File: src/rtl/romulusn_ctrl_if.sv
// Host-side handshake bundle for romulusn_ctrl: command channel plus the sdi (key),
// pdi (nonce/data) and pdo (output) word channels.
interface romulusn_ctrl_if;
  logic       cmd_valid;
  logic       cmd_ready;
  logic [2:0] cmd_op;
  logic [7:0] cmd_domain;
  logic       cmd_dec;
  logic       sdi_valid;
  logic       sdi_ready;
  logic       pdi_valid;
  logic       pdi_ready;
  logic       pdo_valid;
  logic       pdo_ready;

  modport master (
    output cmd_valid, cmd_op, cmd_domain, cmd_dec, sdi_valid, pdi_valid, pdo_ready,
    input  cmd_ready, sdi_ready, pdi_ready, pdo_valid
  );

  modport slave (
    input  cmd_valid, cmd_op, cmd_domain, cmd_dec, sdi_valid, pdi_valid, pdo_ready,
    output cmd_ready, sdi_ready, pdi_ready, pdo_valid
  );
endinterface

File: src/rtl/romulusn_ctrl.sv
// Romulus-N block sequencer: command FSM, word handshakes, datapath strobes and round constants.
// Optional feature macro: ROMULUSN_DECRYPT_EN (honour cmd_dec and drive the decrypt lane mask).
module romulusn_ctrl #(
  parameter int ROUNDS_PER_CYC = 2,
  parameter int NCYC           = 20
) (
  input  logic                  clk,
  input  logic                  rst,
  romulusn_ctrl_if.slave        bus,
  output logic                  srst,
  output logic                  senc,
  output logic                  sse,
  output logic                  xrst,
  output logic                  xenc,
  output logic                  xse,
  output logic                  yrst,
  output logic                  yenc,
  output logic                  yse,
  output logic                  zrst,
  output logic                  zenc,
  output logic                  zse,
  output logic                  erst,
  output logic                  correct_cnt,
  output logic [5:0]            constant,
  output logic [5:0]            constant2,
  output logic                  tk1s,
  output logic [7:0]            domain,
  output logic [3:0]            decrypt,
  output logic                  busy
);

  typedef enum logic [2:0] {S_POR, S_IDLE, S_KEY, S_NONCE, S_DATA, S_ENC, S_TAG} state_e;
  typedef enum logic [2:0] {
    OP_LDKEY = 3'd0, OP_LDNONCE = 3'd1, OP_AD = 3'd2, OP_MSG = 3'd3, OP_TAG = 3'd4
  } op_e;

  localparam int CW = (NCYC > 1) ? $clog2(NCYC) : 1;

  state_e          state_q, state_d;
  op_e             op_q, op_d;
  logic [1:0]      beat_q, beat_d;
  logic [CW-1:0]   cyc_q, cyc_d;
  logic [5:0]      rc_q, rc_d, rc_n;
  logic            first_blk_q, first_blk_d;
  logic [7:0]      domain_q, domain_d;
  logic            dec_q, dec_d;
  logic            beat;

  function automatic logic [5:0] rc_step(input logic [5:0] rc);
    return {rc[4:0], rc[5] ^ rc[4] ^ 1'b1};
  endfunction

  // NOTE: state registers use non-blocking assignments so every flop samples pre-edge values.
  always_ff @(posedge clk or negedge rst) begin
    if (!rst) begin
      state_q     <= S_POR;
      op_q        <= OP_LDKEY;
      beat_q      <= '0;
      cyc_q       <= '0;
      rc_q        <= '0;
      first_blk_q <= 1'b0;
      domain_q    <= '0;
      dec_q       <= 1'b0;
    end else begin
      state_q     <= state_d;
      op_q        <= op_d;
      beat_q      <= beat_d;
      cyc_q       <= cyc_d;
      rc_q        <= rc_d;
      first_blk_q <= first_blk_d;
      domain_q    <= domain_d;
      dec_q       <= dec_d;
    end
  end

  always_comb begin
    // NOTE: every signal written here gets a default first, so no branch can infer a latch.
    state_d       = state_q;
    op_d          = op_q;
    beat_d        = beat_q;
    cyc_d         = cyc_q;
    rc_d          = rc_q;
    first_blk_d   = first_blk_q;
    domain_d      = domain_q;
    dec_d         = dec_q;
    beat          = 1'b0;
    bus.cmd_ready = 1'b0;
    bus.sdi_ready = 1'b0;
    bus.pdi_ready = 1'b0;
    bus.pdo_valid = 1'b0;
    srst = 1'b0; senc = 1'b0; sse = 1'b0;
    xrst = 1'b0; xenc = 1'b0; xse = 1'b0;
    yrst = 1'b0; yenc = 1'b0; yse = 1'b0;
    zrst = 1'b0; zenc = 1'b0; zse = 1'b0;
    erst      = 1'b0;
    constant  = '0;
    constant2 = '0;
    decrypt   = '0;

    rc_n = rc_q;
    for (int r = 0; r < ROUNDS_PER_CYC; r++) rc_n = rc_step(rc_n);

    unique case (state_q)
      S_POR: begin
        srst    = 1'b1;
        xrst    = 1'b1;
        yrst    = 1'b1;
        state_d = S_IDLE;
      end
      S_IDLE: begin
        bus.cmd_ready = 1'b1;
        // Unknown opcodes are consumed and dropped without touching the latched context.
        if (bus.cmd_valid && bus.cmd_op <= 3'd4) begin
          op_d     = op_e'(bus.cmd_op);
          domain_d = bus.cmd_domain;
          beat_d   = '0;
`ifdef ROMULUSN_DECRYPT_EN
          dec_d    = bus.cmd_dec;
`endif
          unique case (op_e'(bus.cmd_op))
            OP_LDKEY:      state_d = S_KEY;
            OP_LDNONCE: begin
              state_d = S_NONCE;
              zrst    = 1'b1;
            end
            OP_AD, OP_MSG: state_d = S_DATA;
            OP_TAG:        state_d = S_TAG;
            default:       state_d = S_IDLE;
          endcase
        end
      end
      S_KEY: begin
        bus.sdi_ready = 1'b1;
        beat          = bus.sdi_valid;
        xse           = beat;
      end
      S_NONCE: begin
        bus.pdi_ready = 1'b1;
        beat          = bus.pdi_valid;
        yse           = beat;
      end
      S_DATA: begin
        // MSG words pass straight through, so a beat needs the output side ready as well.
        bus.pdi_ready = (op_q == OP_AD) || bus.pdo_ready;
        bus.pdo_valid = (op_q == OP_MSG) && bus.pdi_valid;
        beat          = bus.pdi_valid && bus.pdi_ready;
        sse           = beat;
`ifdef ROMULUSN_DECRYPT_EN
        decrypt       = (op_q == OP_MSG) ? {4{dec_q}} : 4'h0;
`endif
      end
      S_ENC: begin
        senc      = 1'b1;
        xenc      = 1'b1;
        yenc      = 1'b1;
        zenc      = 1'b1;
        constant  = rc_step(rc_q);
        constant2 = rc_step(rc_step(rc_q));
        rc_d      = rc_n;
        cyc_d     = cyc_q + 1'b1;
        if (cyc_q == CW'(NCYC - 1)) begin
          erst        = 1'b1;
          cyc_d       = '0;
          state_d     = S_IDLE;
          first_blk_d = 1'b0;
        end
      end
      S_TAG: begin
        bus.pdo_valid = 1'b1;
        beat          = bus.pdo_ready;
        sse           = beat;
      end
      default: state_d = S_IDLE;
    endcase

    if (beat) begin
      beat_d = beat_q + 2'd1;
      if (beat_q == 2'd3) begin
        unique case (state_q)
          S_NONCE: begin
            state_d     = S_IDLE;
            first_blk_d = 1'b1;
          end
          S_DATA: begin
            state_d = S_ENC;
            cyc_d   = '0;
            rc_d    = '0;
          end
          default: state_d = S_IDLE;
        endcase
      end
    end

    correct_cnt = first_blk_q;
    tk1s        = (op_q == OP_AD);
    domain      = domain_q;
    busy        = (state_q != S_IDLE);

    // Outputs go quiet the instant reset is asserted, independent of the clock.
    if (!rst) begin
      bus.cmd_ready = 1'b0;
      bus.sdi_ready = 1'b0;
      bus.pdi_ready = 1'b0;
      bus.pdo_valid = 1'b0;
      srst = 1'b0; senc = 1'b0; sse = 1'b0;
      xrst = 1'b0; xenc = 1'b0; xse = 1'b0;
      yrst = 1'b0; yenc = 1'b0; yse = 1'b0;
      zrst = 1'b0; zenc = 1'b0; zse = 1'b0;
      erst        = 1'b0;
      constant    = '0;
      constant2   = '0;
      decrypt     = '0;
      correct_cnt = 1'b0;
      tk1s        = 1'b0;
      domain      = '0;
      busy        = 1'b0;
    end
  end

endmodule

File: src/flat_wrapper.sv
// flat-port wrapper written by rule: the top's interface ports become plain ports
module romulusn_ctrl_flat 
#(
  parameter int ROUNDS_PER_CYC = 2,
  parameter int NCYC           = 20
)
  (clk, rst, srst, senc, sse, xrst, xenc, xse, yrst, yenc, yse, zrst, zenc, zse, erst, correct_cnt, constant, constant2, tk1s, domain, decrypt, busy, bus_cmd_valid, bus_cmd_op, bus_cmd_domain, bus_cmd_dec, bus_sdi_valid, bus_pdi_valid, bus_pdo_ready, bus_cmd_ready, bus_sdi_ready, bus_pdi_ready, bus_pdo_valid);
  romulusn_ctrl_if bus_i ();
  input  logic clk;
  input  logic rst;
  output logic srst;
  output logic senc;
  output logic sse;
  output logic xrst;
  output logic xenc;
  output logic xse;
  output logic yrst;
  output logic yenc;
  output logic yse;
  output logic zrst;
  output logic zenc;
  output logic zse;
  output logic erst;
  output logic correct_cnt;
  output logic [5:0] constant;
  output logic [5:0] constant2;
  output logic tk1s;
  output logic [7:0] domain;
  output logic [3:0] decrypt;
  output logic busy;
  input wire logic [$bits(bus_i.cmd_valid)-1:0] bus_cmd_valid;
  input wire logic [$bits(bus_i.cmd_op)-1:0] bus_cmd_op;
  input wire logic [$bits(bus_i.cmd_domain)-1:0] bus_cmd_domain;
  input wire logic [$bits(bus_i.cmd_dec)-1:0] bus_cmd_dec;
  input wire logic [$bits(bus_i.sdi_valid)-1:0] bus_sdi_valid;
  input wire logic [$bits(bus_i.pdi_valid)-1:0] bus_pdi_valid;
  input wire logic [$bits(bus_i.pdo_ready)-1:0] bus_pdo_ready;
  output wire logic [$bits(bus_i.cmd_ready)-1:0] bus_cmd_ready;
  output wire logic [$bits(bus_i.sdi_ready)-1:0] bus_sdi_ready;
  output wire logic [$bits(bus_i.pdi_ready)-1:0] bus_pdi_ready;
  output wire logic [$bits(bus_i.pdo_valid)-1:0] bus_pdo_valid;
  assign bus_i.cmd_valid = bus_cmd_valid;
  assign bus_i.cmd_op = bus_cmd_op;
  assign bus_i.cmd_domain = bus_cmd_domain;
  assign bus_i.cmd_dec = bus_cmd_dec;
  assign bus_i.sdi_valid = bus_sdi_valid;
  assign bus_i.pdi_valid = bus_pdi_valid;
  assign bus_i.pdo_ready = bus_pdo_ready;
  assign bus_cmd_ready = bus_i.cmd_ready;
  assign bus_sdi_ready = bus_i.sdi_ready;
  assign bus_pdi_ready = bus_i.pdi_ready;
  assign bus_pdo_valid = bus_i.pdo_valid;
  romulusn_ctrl #(.ROUNDS_PER_CYC(ROUNDS_PER_CYC), .NCYC(NCYC)) u_core (.clk(clk), .rst(rst), .bus(bus_i), .srst(srst), .senc(senc), .sse(sse), .xrst(xrst), .xenc(xenc), .xse(xse), .yrst(yrst), .yenc(yenc), .yse(yse), .zrst(zrst), .zenc(zenc), .zse(zse), .erst(erst), .correct_cnt(correct_cnt), .constant(constant), .constant2(constant2), .tk1s(tk1s), .domain(domain), .decrypt(decrypt), .busy(busy));
endmodule
File: config.mk
export PLATFORM = sky130hd
export DESIGN_NAME = romulusn_ctrl_flat
export DESIGN_NICKNAME = d
export VERILOG_FILES = /design/src/rtl/romulusn_ctrl_if.sv /design/src/rtl/romulusn_ctrl.sv /design/src/flat_wrapper.sv
export SDC_FILE = /design/constraint.sdc
export NUM_CORES = 1
export LEC_CHECK = 0
export ABC_AREA = 1
export BUFFER_PORTS_ARGS = -buffer_cell sky130_fd_sc_hd__buf_2
export CAP_MARGIN = 20
export CORE_AREA = 3 3 76 78
export DETAILED_ROUTE_END_ITERATION = 6
export DIE_AREA = 0 0 79 81
export SLEW_MARGIN = 5
export SYNTH_ARGS = -nofsm -noshare
export SYNTH_HDL_FRONTEND = slang
export SYNTH_SLANG_ARGS = --single-unit
File: constraint.sdc
create_clock -name clk -period 4.9 [get_ports clk]
set_clock_uncertainty 0.15 [all_clocks]
set_input_delay 0.245 -clock clk [delete_from_list [all_inputs] [get_ports clk]]
set_output_delay 0.245 -clock clk [all_outputs]
set_load 0.05 [all_outputs]
==> results.tsv, run 1 <==
stage	metric	value	unit
clock_network	Root Buffer	clkbuf_8	
die	row count	26	
cells_and_area	share of layout cells above drive strength 1	0.253	
die	IO Pins	62	
routing	DR DRC count	0	
sta	RSZ-0062 raised after global routing	false	
global_routing	largest net degree at the start of global routing	41	
sta	Tcrit/Tclk final	0.610	
logic_synthesis	Post-synth EDFFs	0	
clock_network	CTS buffer count	3	
power	clock network power share	0.101	
cells_and_area	Reg area	701	sq um
routing	vias per cell	4.51	
die	initial core utilization	0.374	
clock_network	CTS H-tree lvls	1	
critical_path	critical path startpoint category	input port	
die	Die X	79	microns
clock_network	worst-skew pair later-pin latency	0.28	ns
global_routing	Total Routing Usage GR	0.143	
global_routing	global-route wire length before repair	7310	microns
routing	First DRT Iteration DRCs	87	
place	DP HPWL	3230	microns
cells_and_area	Multi-input gate area	892	sq um
cells_and_area	antenna diode count	0	
critical_path	slowest CP cell	dlygate4sd3_1	
cells_and_area	highest-count cells in the layout ignoring fill and taps	nand2_1, buf_2, inv_1, dfrtp_1, nor2_1	
logic_synthesis	Syn Inst Count	275	
cells_and_area	commonest non-fill, non-tap cell in the layout	nand2_1	
global_routing	total gr overflow	0	
power	Comb power frac	0.598	
critical_path	CP cell instances	dlygate4sd3_1 > buf_2 > buf_4 > clkinv_1 > nor2_1 > inv_1 > nor2_1 > buf_2	
global_routing	number of global-route vias before repair	1565	
critical_path	CP endpoint kind	primary output	
clock_network	clock sinks	28	
hold_path	Worst Hold Class	in -> reg	
critical_path	crit path kind	in -> out	
hold_path	hold path start	bus_cmd_domain[5]	
logic_synthesis	synthesized-area fraction occupied by xor and xnor cells	0.00911	
logic_synthesis	simple logic cell fraction of the synthesized area	0.323	
cells_and_area	fin nets	341	
routing	Antenna Nets Post-Route	0	
cells_and_area	Fill cells	562	
place	global placer's final weighted congestion	0.765	
cells_and_area	Layout Cells excl Fill	390	
critical_path	CP delay by family, top	buffers and inverters	
logic_synthesis	Synth async-reset ratio	1.00	
logic_synthesis	largest family of logic cells by synthesized area	simple AND/OR/NAND/NOR gates	
critical_path	Critical Path AT	2.60	ns
die	Die Ht	81	microns
clock_network	clock buffer depth	2	
critical_path	crit path launch	rst	
logic_synthesis	#FFs+latches synth	28	
logic_synthesis	ys flop type	dfrtp_1	
die	Core Region	5140	sq um
global_routing	peak-usage layer in the global routing report	met2	
global_routing	initial antenna violation count	0	
flow_run	total of max-cap violations	0	
critical_path	WP data required	4.51	ns
critical_path	Critical path buffers and inverters	6	
cells_and_area	area grow syn2layout	16.0	%
sta	Fin. Hold Viols	0	
power	total power	1.45	mW
routing	First-pass DRT Iterations	4	
routing	drt total wl	4380	microns
global_routing	met1 GRT Util	0.186	
critical_path	Crit path largest cell delay	0.52	ns
place	port bufs	55	
global_routing	met3 GRT Util	0.0166	
critical_path	worst-path fanout max	40	
logic_synthesis	Mean Syn Cell Area	6.99	sq um
power	Internal	0.658	mW
power	P_leak	1.29	nW
power	sw frac	0.547	
logic_synthesis	Synth Area in Adders	0.0130	
logic_synthesis	Synth Cell Area	1920	sq um
sta	fin crit period	2.99	ns
die	Die Area	6400	sq um
logic_synthesis	sequential area share after synthesis	0.365	
sta	setup violators final	0	
sta	fin. max-slew vios	0	
logic_synthesis	Ys Warns	0	
routing	WL/cell	11.2	microns
logic_synthesis	Netlist cell types	28	
power	PD cells	652	nW/um^2
clock_network	clock transition at the registers of the reported paths	0.09	ns
run_status	outcome	finished clean	
sta	final setup TNS	0	ns
clock_network	CTS tree	yes	
global_routing	met2 global-route usage	0.246	
logic_synthesis	Synth area leader	dfrtp_1	
sta	fmax	334	MHz
routing	total number of vias	1757	
power	Max VDD drop	228	uV
power	NetSw	0.795	mW
logic_synthesis	fraction of synthesized area in multiplexers	0	
logic_synthesis	top post-synthesis cells by area	dfrtp_1, nand2_1, buf_4, inv_1, o21ai_0	
critical_path	R2R Path Start	u_core.state_q[2]	
power	Reg power frac	0.300	
place	dpl cells	380	
logic_synthesis	post-synthesis compound-gate area fraction	0.109	
logic_synthesis	Yosys top cell area share	0.365	
## cells in the mapped netlist (3+ instances only)
master,n
buf_6,4
o21ai_0,20
inv_4,3
o21ai_2,4
or2_1,3
buf_4,18
inv_2,3
nand2_1,88
nor2_1,24
a21oi_1,13
nand4_1,6
inv_1,31
nand3_1,5
dfrtp_1,28
nand3_2,5
## worst paths after layout
kind / cells past startpoint / to / slack [ns]
min: 3 / u_core.domain_q[5] / 0.007
min in group asynchronous: 3 / u_core.rc_q[5] / 0.39
max in group asynchronous: 3 / u_core.domain_q[2] / 3.87
max: 8 / constant2[2] / 1.91
min reg2reg: 2 / u_core.domain_q[6] / 0.34
max reg2reg: 7 / u_core.rc_q[4] / 2.91
## routing by layer
metal	vias up	wire length, microns
li1	922	-
met1	801	2090
met2	29	2100
met3	5	125
met4	0	72
met5	-	0
## sequential cells by signal (all words and copies together), names as in the netlist
name / count
u_core.cyc_q: 5
u_core.beat_q: 2
u_core.rc_q: 6
u_core.state_q: 3
u_core.first_blk_q: 1
u_core.op_q: 3
u_core.domain_q: 8
## tightest hold or removal path: stages
cell and delay (ns):
buf_2 0.07, nand2_1 0.04, nand2_1 0.05
## power groups by stage
stage                     registers, mW  clock network [mW]  logic [mW]
after CTS                         0.436               0.152       0.877
after detailed placement          0.440                   0       0.872
after global routing              0.454               0.163       0.973
final                             0.436               0.147       0.870
after global placement            0.439                   0       0.863
after floorplan                   0.403                   0       0.801
## cells by family after synthesis
kind of cell             Yosys count
AND/OR/NAND/NOR                  140
buffers and inverters             63
AO/OA/AOI/OAI                     39
flip-flops                        28
XOR/XNOR                           2
adder cells (fa/ha/maj)            2
other                              1
## through the flow
stage | hold slack (ns) | instance area, sq um | utilization | setup slack (ns)
2_1_floorplan | -0.201 | 1940 | - | 1.60
3_3_place_gp | 0.165 | 2110 | 0.411 | 2.45
3_5_place_dp | 0.173 | 2110 | 0.411 | 2.39
4_1_cts | 0.0000528 | 2210 | 0.430 | 1.85
5_1_grt | 0.0121 | 2230 | 0.434 | 1.62
6_report | 0.00703 | 2230 | 0.434 | 1.91
## what timing repair did
item                                   4_1_cts  5_1_grt
gates resized for setup                      0        0
endpoints found under the hold margin       31        2
hold buffers                                 4        2
setup buffers                                0        0
## area by class of cell
type,instances,area share
inverters,38,0.0674
flip-flops and latches,28,0.314
clock buffers,4,0.0247
well taps,70,0.0393
repair buffers,62,0.154
multi-input cells,188,0.400
No activity file was read; power rests on OpenSTA's default activity.
==> inputs of run 2 (changes only) <==
==> constraint.sdc (replaced) <==
create_clock -name clk -period 3.05 [get_ports clk]
set_clock_uncertainty 0.15 [all_clocks]
set_input_delay 0.1525 -clock clk [delete_from_list [all_inputs] [get_ports clk]]
set_output_delay 0.1525 -clock clk [all_outputs]
set_load 0.05 [all_outputs]
==> results.tsv, run 2 (synthesis results as in run 1) <==
stage	metric	value	unit	change
cells_and_area	area grow syn2layout	19.0	%	was 16.0%
routing	DR DRC count	0		unchanged
clock_network	Setup Buffers After CTS	0		unchanged
routing	vias per cell	4.51		about the same
routing	First-pass DRT Iterations	7		was 4
critical_path	Critical Path AT	2.02	ns	was 2.60 ns
critical_path	WP data required	2.75	ns	was 4.51 ns
run_status	outcome	finished clean		unchanged
global_routing	initial antenna violation count	0		unchanged
global_routing	global-route wire length before repair	7650	microns	was 7310 microns
routing	Antenna Nets Post-Route	0		unchanged
die	Die Area	6400	sq um	unchanged
critical_path	CP cell instances	nand3_2 > nor2_2 > inv_1 > nor2_1 > buf_2		was dlygate4sd3_1 > buf_2 > buf_4 > clkinv_1 > nor2_1 > inv_1 > nor2_1 > buf_2
place	global placer's final weighted congestion	0.769		was 0.765
hold_path	Worst Hold Class	in -> reg		unchanged
clock_network	clock sinks	28		unchanged
sta	WHS	0.0377	ns	was 0.00703 ns
cells_and_area	commonest non-fill, non-tap cell in the layout	nand2_1		unchanged
cells_and_area	post-layout util	0.445		was 0.434
clock_network	CTS tree	yes		unchanged
critical_path	worst-path fanout max	13		was 40
critical_path	FF-to-FF path depth	7		unchanged
global_routing	largest net degree at the start of global routing	40		was 41
die	Die X	79	microns	unchanged
die	IO Pins	62		unchanged
hold_path	Endpoint, Worst Hold	u_core.op_q[0]		was u_core.domain_q[5]
critical_path	setup slack, reg-to-reg	1.05	ns	was 2.91 ns
cells_and_area	Biggest register	u_core.domain_q		unchanged
hold_path	Hold Path Depth	3		unchanged
sta	final setup TNS	0	ns	unchanged
critical_path	Crit path largest cell delay	0.64	ns	was 0.52 ns
critical_path	slowest CP cell	dfrtp_1		was dlygate4sd3_1
critical_path	CP endpoint kind	primary output		unchanged
power	total power	2.41	mW	was 1.45 mW
sta	setup violators final	0		unchanged
sta	RSZ-0062 raised after global routing	false		unchanged
power	P_leak	1.31	nW	was 1.29 nW
global_routing	Total Routing Usage GR	0.147		was 0.143
critical_path	critical path startpoint category	flop		was input port
routing	First DRT Iteration DRCs	87		unchanged
power	PD cells	1050	nW/um^2	was 652 nW/um^2
sta	fin crit period	2.33	ns	
critical_path	CP delay by family, top	simple AND/OR/NAND/NOR gates		was buffers and inverters
global_routing	number of global-route vias before repair	1751		was 1565
critical_path	RR Endpoint	u_core.cyc_q[1]		was u_core.rc_q[4]
clock_network	clock buffer depth	2		unchanged
clock_network	CTS H-tree lvls	1		unchanged
cells_and_area	share of layout cells above drive strength 1	0.253		about the same
routing	WL/cell	11.1	microns	was 11.2 microns
routing	drt total wl	4380	microns	about the same
cells_and_area	Largest register FFs	8		unchanged
cells_and_area	fin nets	345		was 341
cells_and_area	top flop regs	u_core.domain_q (8), u_core.rc_q (6), u_core.cyc_q (5)		unchanged
clock_network	clock transition at the registers of the reported paths	0.10	ns	was 0.09 ns
power	Max VDD drop	339	uV	was 228 uV
clock_network	worst-skew pair later-pin latency	0.28	ns	about the same
sta	fin. max-slew vios	0		unchanged
place	DP HPWL	3200	microns	was 3230 microns
flow_run	total of max-cap violations	0		unchanged
routing	total number of vias	1778		was 1757
clock_network	CTS buffer count	3		unchanged
die	initial core utilization	0.374		unchanged
cells_and_area	antenna diode count	0		unchanged
critical_path	Critical path buffers and inverters	2		was 6
die	Die Ht	81	microns	unchanged
sta	Tcrit/Tclk final	0.762		
critical_path	crit path kind	reg -> out		was in -> out
sta	Fin. Hold Viols	0		unchanged
critical_path	R2R Path Start	u_core.state_q[2]		unchanged
cells_and_area	highest-count cells in the layout ignoring fill and taps	nand2_1, buf_2, inv_1, dfrtp_1, nor2_1		unchanged
hold_path	hold path start	bus_cmd_op[0]		was bus_cmd_domain[5]
place	port bufs	55		unchanged
global_routing	total gr overflow	0		unchanged
sta	fmax	430	MHz	
die	row count	26		unchanged
clock_network	Root Buffer	clkbuf_8		unchanged
die	Core Region	5140	sq um	unchanged
run 2: worst max-delay path by stage:
stage | startpoint | to | slack, ns | depth (start not counted)
2_1_floorplan | u_core.state_q[1] | constant2[2] | 0.18 | 7
3_3_place_gp | u_core.state_q[2] | u_core.state_q[2] | 1.05 | 7
3_5_place_dp | u_core.state_q[2] | constant2[2] | 1.05 | 5
4_1_cts | u_core.state_q[2] | constant2[2] | 0.73 | 5
5_1_grt | u_core.state_q[2] | constant[2] | 0.47 | 5
6_report | u_core.state_q[2] | constant2[2] | 0.72 | 5
run 2: power breakdown:
group	leakage [nW]	internal [mW]	total (mW)	switching (mW)
clock network	0.0357	0.176	0.301	0.125
registers	0.340	0.547	0.703	0.156
logic	0.933	0.398	1.40	1.00
total	1.31	1.12	2.41	1.29
run 2: repair_timing:
item                      4_1_cts  5_1_grt
resized for setup               0        0
hold buffers                   10        0
hold endpoints to repair       37        0
run 2: worst min-delay path: cells and delay by family:
kind	cells	cell delay, ns
buffers and inverters	1	0.10
AOI/OAI and AO/OA	1	0.12
and+or+nand+nor	1	0.06
run 2: metrics by stage:
step | cells | area, sq um | setup WS (ns)
2_1_floorplan | 279 | 1940 | 0.180
3_3_place_gp | 380 | 2120 | 1.05
3_5_place_dp | 380 | 2120 | 1.05
4_1_cts | 394 | 2290 | 0.728
5_1_grt | 394 | 2290 | 0.473
6_report | 394 | 2290 | 0.725
run 2: area by class of cell:
type,instances,area (sq um)
Timing Repair Buffer,66,383
Multi-Input combinational cell,188,895
Tap cell,70,87.6
Sequential cell,28,701
Fill cell,562,2850
Inverter,38,150
Clock buffer,3,41.3
Clock inverter,1,30.0
run 2: routing by layer:
layer | share of wire | wire length, microns | global-route usage
met1 | 0.46 | 2010 | 0.184
met2 | 0.49 | 2140 | 0.264
met3 | 0.044 | 193 | 0.0255
met4 | 0.0096 | 42 | 0.0361
met5 | 0 | 0 | 0
==> inputs of run 3 (changes only) <==
==> constraint.sdc (replaced) <==
create_clock -name clk -period 2.1 [get_ports clk]
set_clock_uncertainty 0.15 [all_clocks]
set_input_delay 0.105 -clock clk [delete_from_list [all_inputs] [get_ports clk]]
set_output_delay 0.105 -clock clk [all_outputs]
set_load 0.05 [all_outputs]
==> results.tsv, run 3 (synthesis results as in run 1) <==
stage	metric	value	unit	change
cells_and_area	commonest non-fill, non-tap cell in the layout	nand2_1		unchanged
die	Die Ht	81	microns	unchanged
place	DP HPWL	3430	microns	was 3200 microns
place	global placer's final weighted congestion	0.798		was 0.769
critical_path	critical path startpoint category	flop		unchanged
global_routing	Total Routing Usage GR	0.151		was 0.147
global_routing	number of global-route vias before repair	1733		was 1751
hold_path	Endpoint, Worst Hold	u_core.domain_q[1]		was u_core.op_q[0]
power	Reg power frac	0.280		was 0.292
critical_path	FF-to-FF path depth	8		was 7
sta	fin. max-slew vios	0		unchanged
power	Comb power frac	0.600		was 0.583
critical_path	CP cell instances	inv_4 > nand3_4 > nor2_4 > inv_4 > nor2_4 > buf_2		was nand3_2 > nor2_2 > inv_1 > nor2_1 > buf_2
cells_and_area	antenna diode count	0		unchanged
cells_and_area	Largest register FFs	8		unchanged
critical_path	Crit path largest cell delay	0.49	ns	was 0.64 ns
clock_network	Root Buffer	clkbuf_8		unchanged
sta	Fin. Hold Viols	0		unchanged
clock_network	Setup Buffers After CTS	0		unchanged
sta	Tcrit/Tclk final	0.939		
power	PD cells	1510	nW/um^2	was 1050 nW/um^2
critical_path	setup slack, reg-to-reg	0.36	ns	was 1.05 ns
critical_path	CP delay by family, top	flip-flops		was simple AND/OR/NAND/NOR gates
cells_and_area	design area	2430	sq um	was 2290 sq um
hold_path	Worst Hold Class	in -> reg		unchanged
critical_path	WP data required	1.85	ns	was 2.75 ns
clock_network	worst-skew pair later-pin latency	0.28	ns	about the same
sta	RSZ-0062 raised after global routing	false		unchanged
die	initial core utilization	0.374		unchanged
die	Core Region	5140	sq um	unchanged
clock_network	clock sinks	28		unchanged
cells_and_area	top flop regs	u_core.domain_q (8), u_core.rc_q (6), u_core.cyc_q (5)		unchanged
clock_network	CTS tree	yes		unchanged
power	sw frac	0.530		was 0.534
power	clock network power share	0.120		was 0.125
die	IO Pins	62		unchanged
clock_network	CTS H-tree lvls	1		unchanged
global_routing	total gr overflow	0		unchanged
routing	total number of vias	1833		was 1778
clock_network	clock buffer depth	2		unchanged
sta	fmax	507	MHz	
place	port bufs	55		unchanged
power	Max VDD drop	554	uV	was 339 uV
hold_path	Hold Path Depth	4		was 3
cells_and_area	fin nets	355		was 345
cells_and_area	highest-count cells in the layout ignoring fill and taps	nand2_1, buf_2, inv_1, dfrtp_1, o21ai_0		was nand2_1, buf_2, inv_1, dfrtp_1, nor2_1
critical_path	Critical Path AT	1.72	ns	was 2.02 ns
power	Internal	1.73	mW	was 1.12 mW
routing	WL/cell	11.6	microns	was 11.1 microns
sta	final setup TNS	0	ns	unchanged
hold_path	hold path start	bus_cmd_valid		was bus_cmd_op[0]
routing	First DRT Iteration DRCs	39		was 87
critical_path	CP endpoint kind	primary output		unchanged
flow_run	total of max-cap violations	0		unchanged
place	DP Area	2220	sq um	was 2120 sq um
die	row count	26		unchanged
cells_and_area	area grow syn2layout	26.6	%	was 19.0%
power	NetSw	1.95	mW	was 1.29 mW
critical_path	slowest CP cell	dfrtp_2		was dfrtp_1
run_status	outcome	finished clean		unchanged
clock_network	CTS buffer count	3		unchanged
cells_and_area	share of layout cells above drive strength 1	0.296		was 0.253
critical_path	RR Endpoint	u_core.state_q[0]		was u_core.cyc_q[1]
global_routing	initial antenna violation count	0		unchanged
routing	drt total wl	4680	microns	was 4380 microns
routing	Antenna Nets Post-Route	0		unchanged
cells_and_area	Biggest register	u_core.domain_q		unchanged
clock_network	clock transition at the registers of the reported paths	0.11	ns	was 0.10 ns
critical_path	worst-path fanout max	9		was 13
routing	vias per cell	4.54		was 4.51
routing	DR DRC count	0		unchanged
critical_path	crit path kind	reg -> out		unchanged
sta	setup violators final	0		unchanged
routing	First-pass DRT Iterations	4		was 7
critical_path	R2R Path Start	u_core.state_q[1]		was u_core.state_q[2]
critical_path	Critical path buffers and inverters	3		was 2
global_routing	largest net degree at the start of global routing	40		unchanged
die	Die X	79	microns	unchanged
power	P_leak	1.36	nW	was 1.31 nW
sta	fin crit period	1.97	ns	
global_routing	global-route wire length before repair	7760	microns	was 7650 microns
die	Die Area	6400	sq um	unchanged
run 3: cell types whose count changed in the layout (fill, tap and decap cells not counted), moves of 2 or more:
| cell | delta |
|---|---|
| nor2_1 | -4 |
| clkbuf_4 | +3 |
| buf_2 | -3 |
| dfrtp_2 | +3 |
| nor2_4 | +3 |
| dfrtp_1 | -3 |
| dlygate4sd3_1 | +2 |
| buf_4 | +7 |
run 3: routing by layer:
metal | vias to the layer above | global-route usage | share of wire
met5 | - | 0 | 0
met4 | 0 | 0.0515 | 0.0094
met3 | 4 | 0.0244 | 0.030
met2 | 29 | 0.259 | 0.49
met1 | 853 | 0.194 | 0.47
li1 | 947 | - | -
run 3: power groups by stage:
stage	Combinational, mW	Clock (mW)	Sequential, mW
floorplan	1.93	0	0.940
global placement	2.15	0	1.02
detailed placement	2.19	0	1.03
CTS	2.22	0.450	1.03
global route	2.46	0.470	1.07
finish	2.21	0.439	1.03
run 3: worst max path at each step:
stage                                 start            to  depth (start not counted)
after floorplan           u_core.state_q[1]  constant2[2]                          7
after global placement    u_core.state_q[2]   constant[2]                          5
after detailed placement  u_core.state_q[2]   constant[1]                          5
after CTS                 u_core.state_q[1]          zrst                          6
after global routing      u_core.state_q[1]          zrst                          6
final                     u_core.state_q[1]   constant[0]                          6
run 3: final cells by class:
type | instances | area (sq um)
fill | 533 | 2710
multi-input combinational | 188 | 933
sequential | 28 | 704
timing repair buffer | 76 | 483
inverter | 38 | 153
tap | 70 | 87.6
clock buffer | 3 | 41.3
clock inverter | 1 | 30.0
run 3: what timing repair did:
action                                  4_1_cts  5_1_grt
endpoints found under the setup margin       11       14
endpoints found under the hold margin        40        0
resized for setup                             2        5
hold buffers                                 12        0
run 3: tightest hold or removal path, delay by kind of cell:
| kind | cells | cell delay [ns] |
|---|---|---|
| simple gates | 3 | 0.23 |
| buf+inv | 1 | 0.11 |
run 3: per-stage QoR:
| stage | worst slack, ns | hold slack (ns) | power (mW) | std cells | utilization |
|---|---|---|---|---|---|
| floorplan | -0.193 | -0.341 | 2.87 | 279 | - |
| global placement | 0.250 | -0.0483 | 3.17 | 388 | 0.432 |
| detailed placement | 0.228 | -0.0459 | 3.22 | 388 | 0.432 |
| CTS | 0.0519 | 0.0438 | 3.70 | 404 | 0.471 |
| global route | 0.00126 | 0.0580 | 4.00 | 404 | 0.473 |
| finish | 0.128 | 0.0528 | 3.68 | 404 | 0.473 |
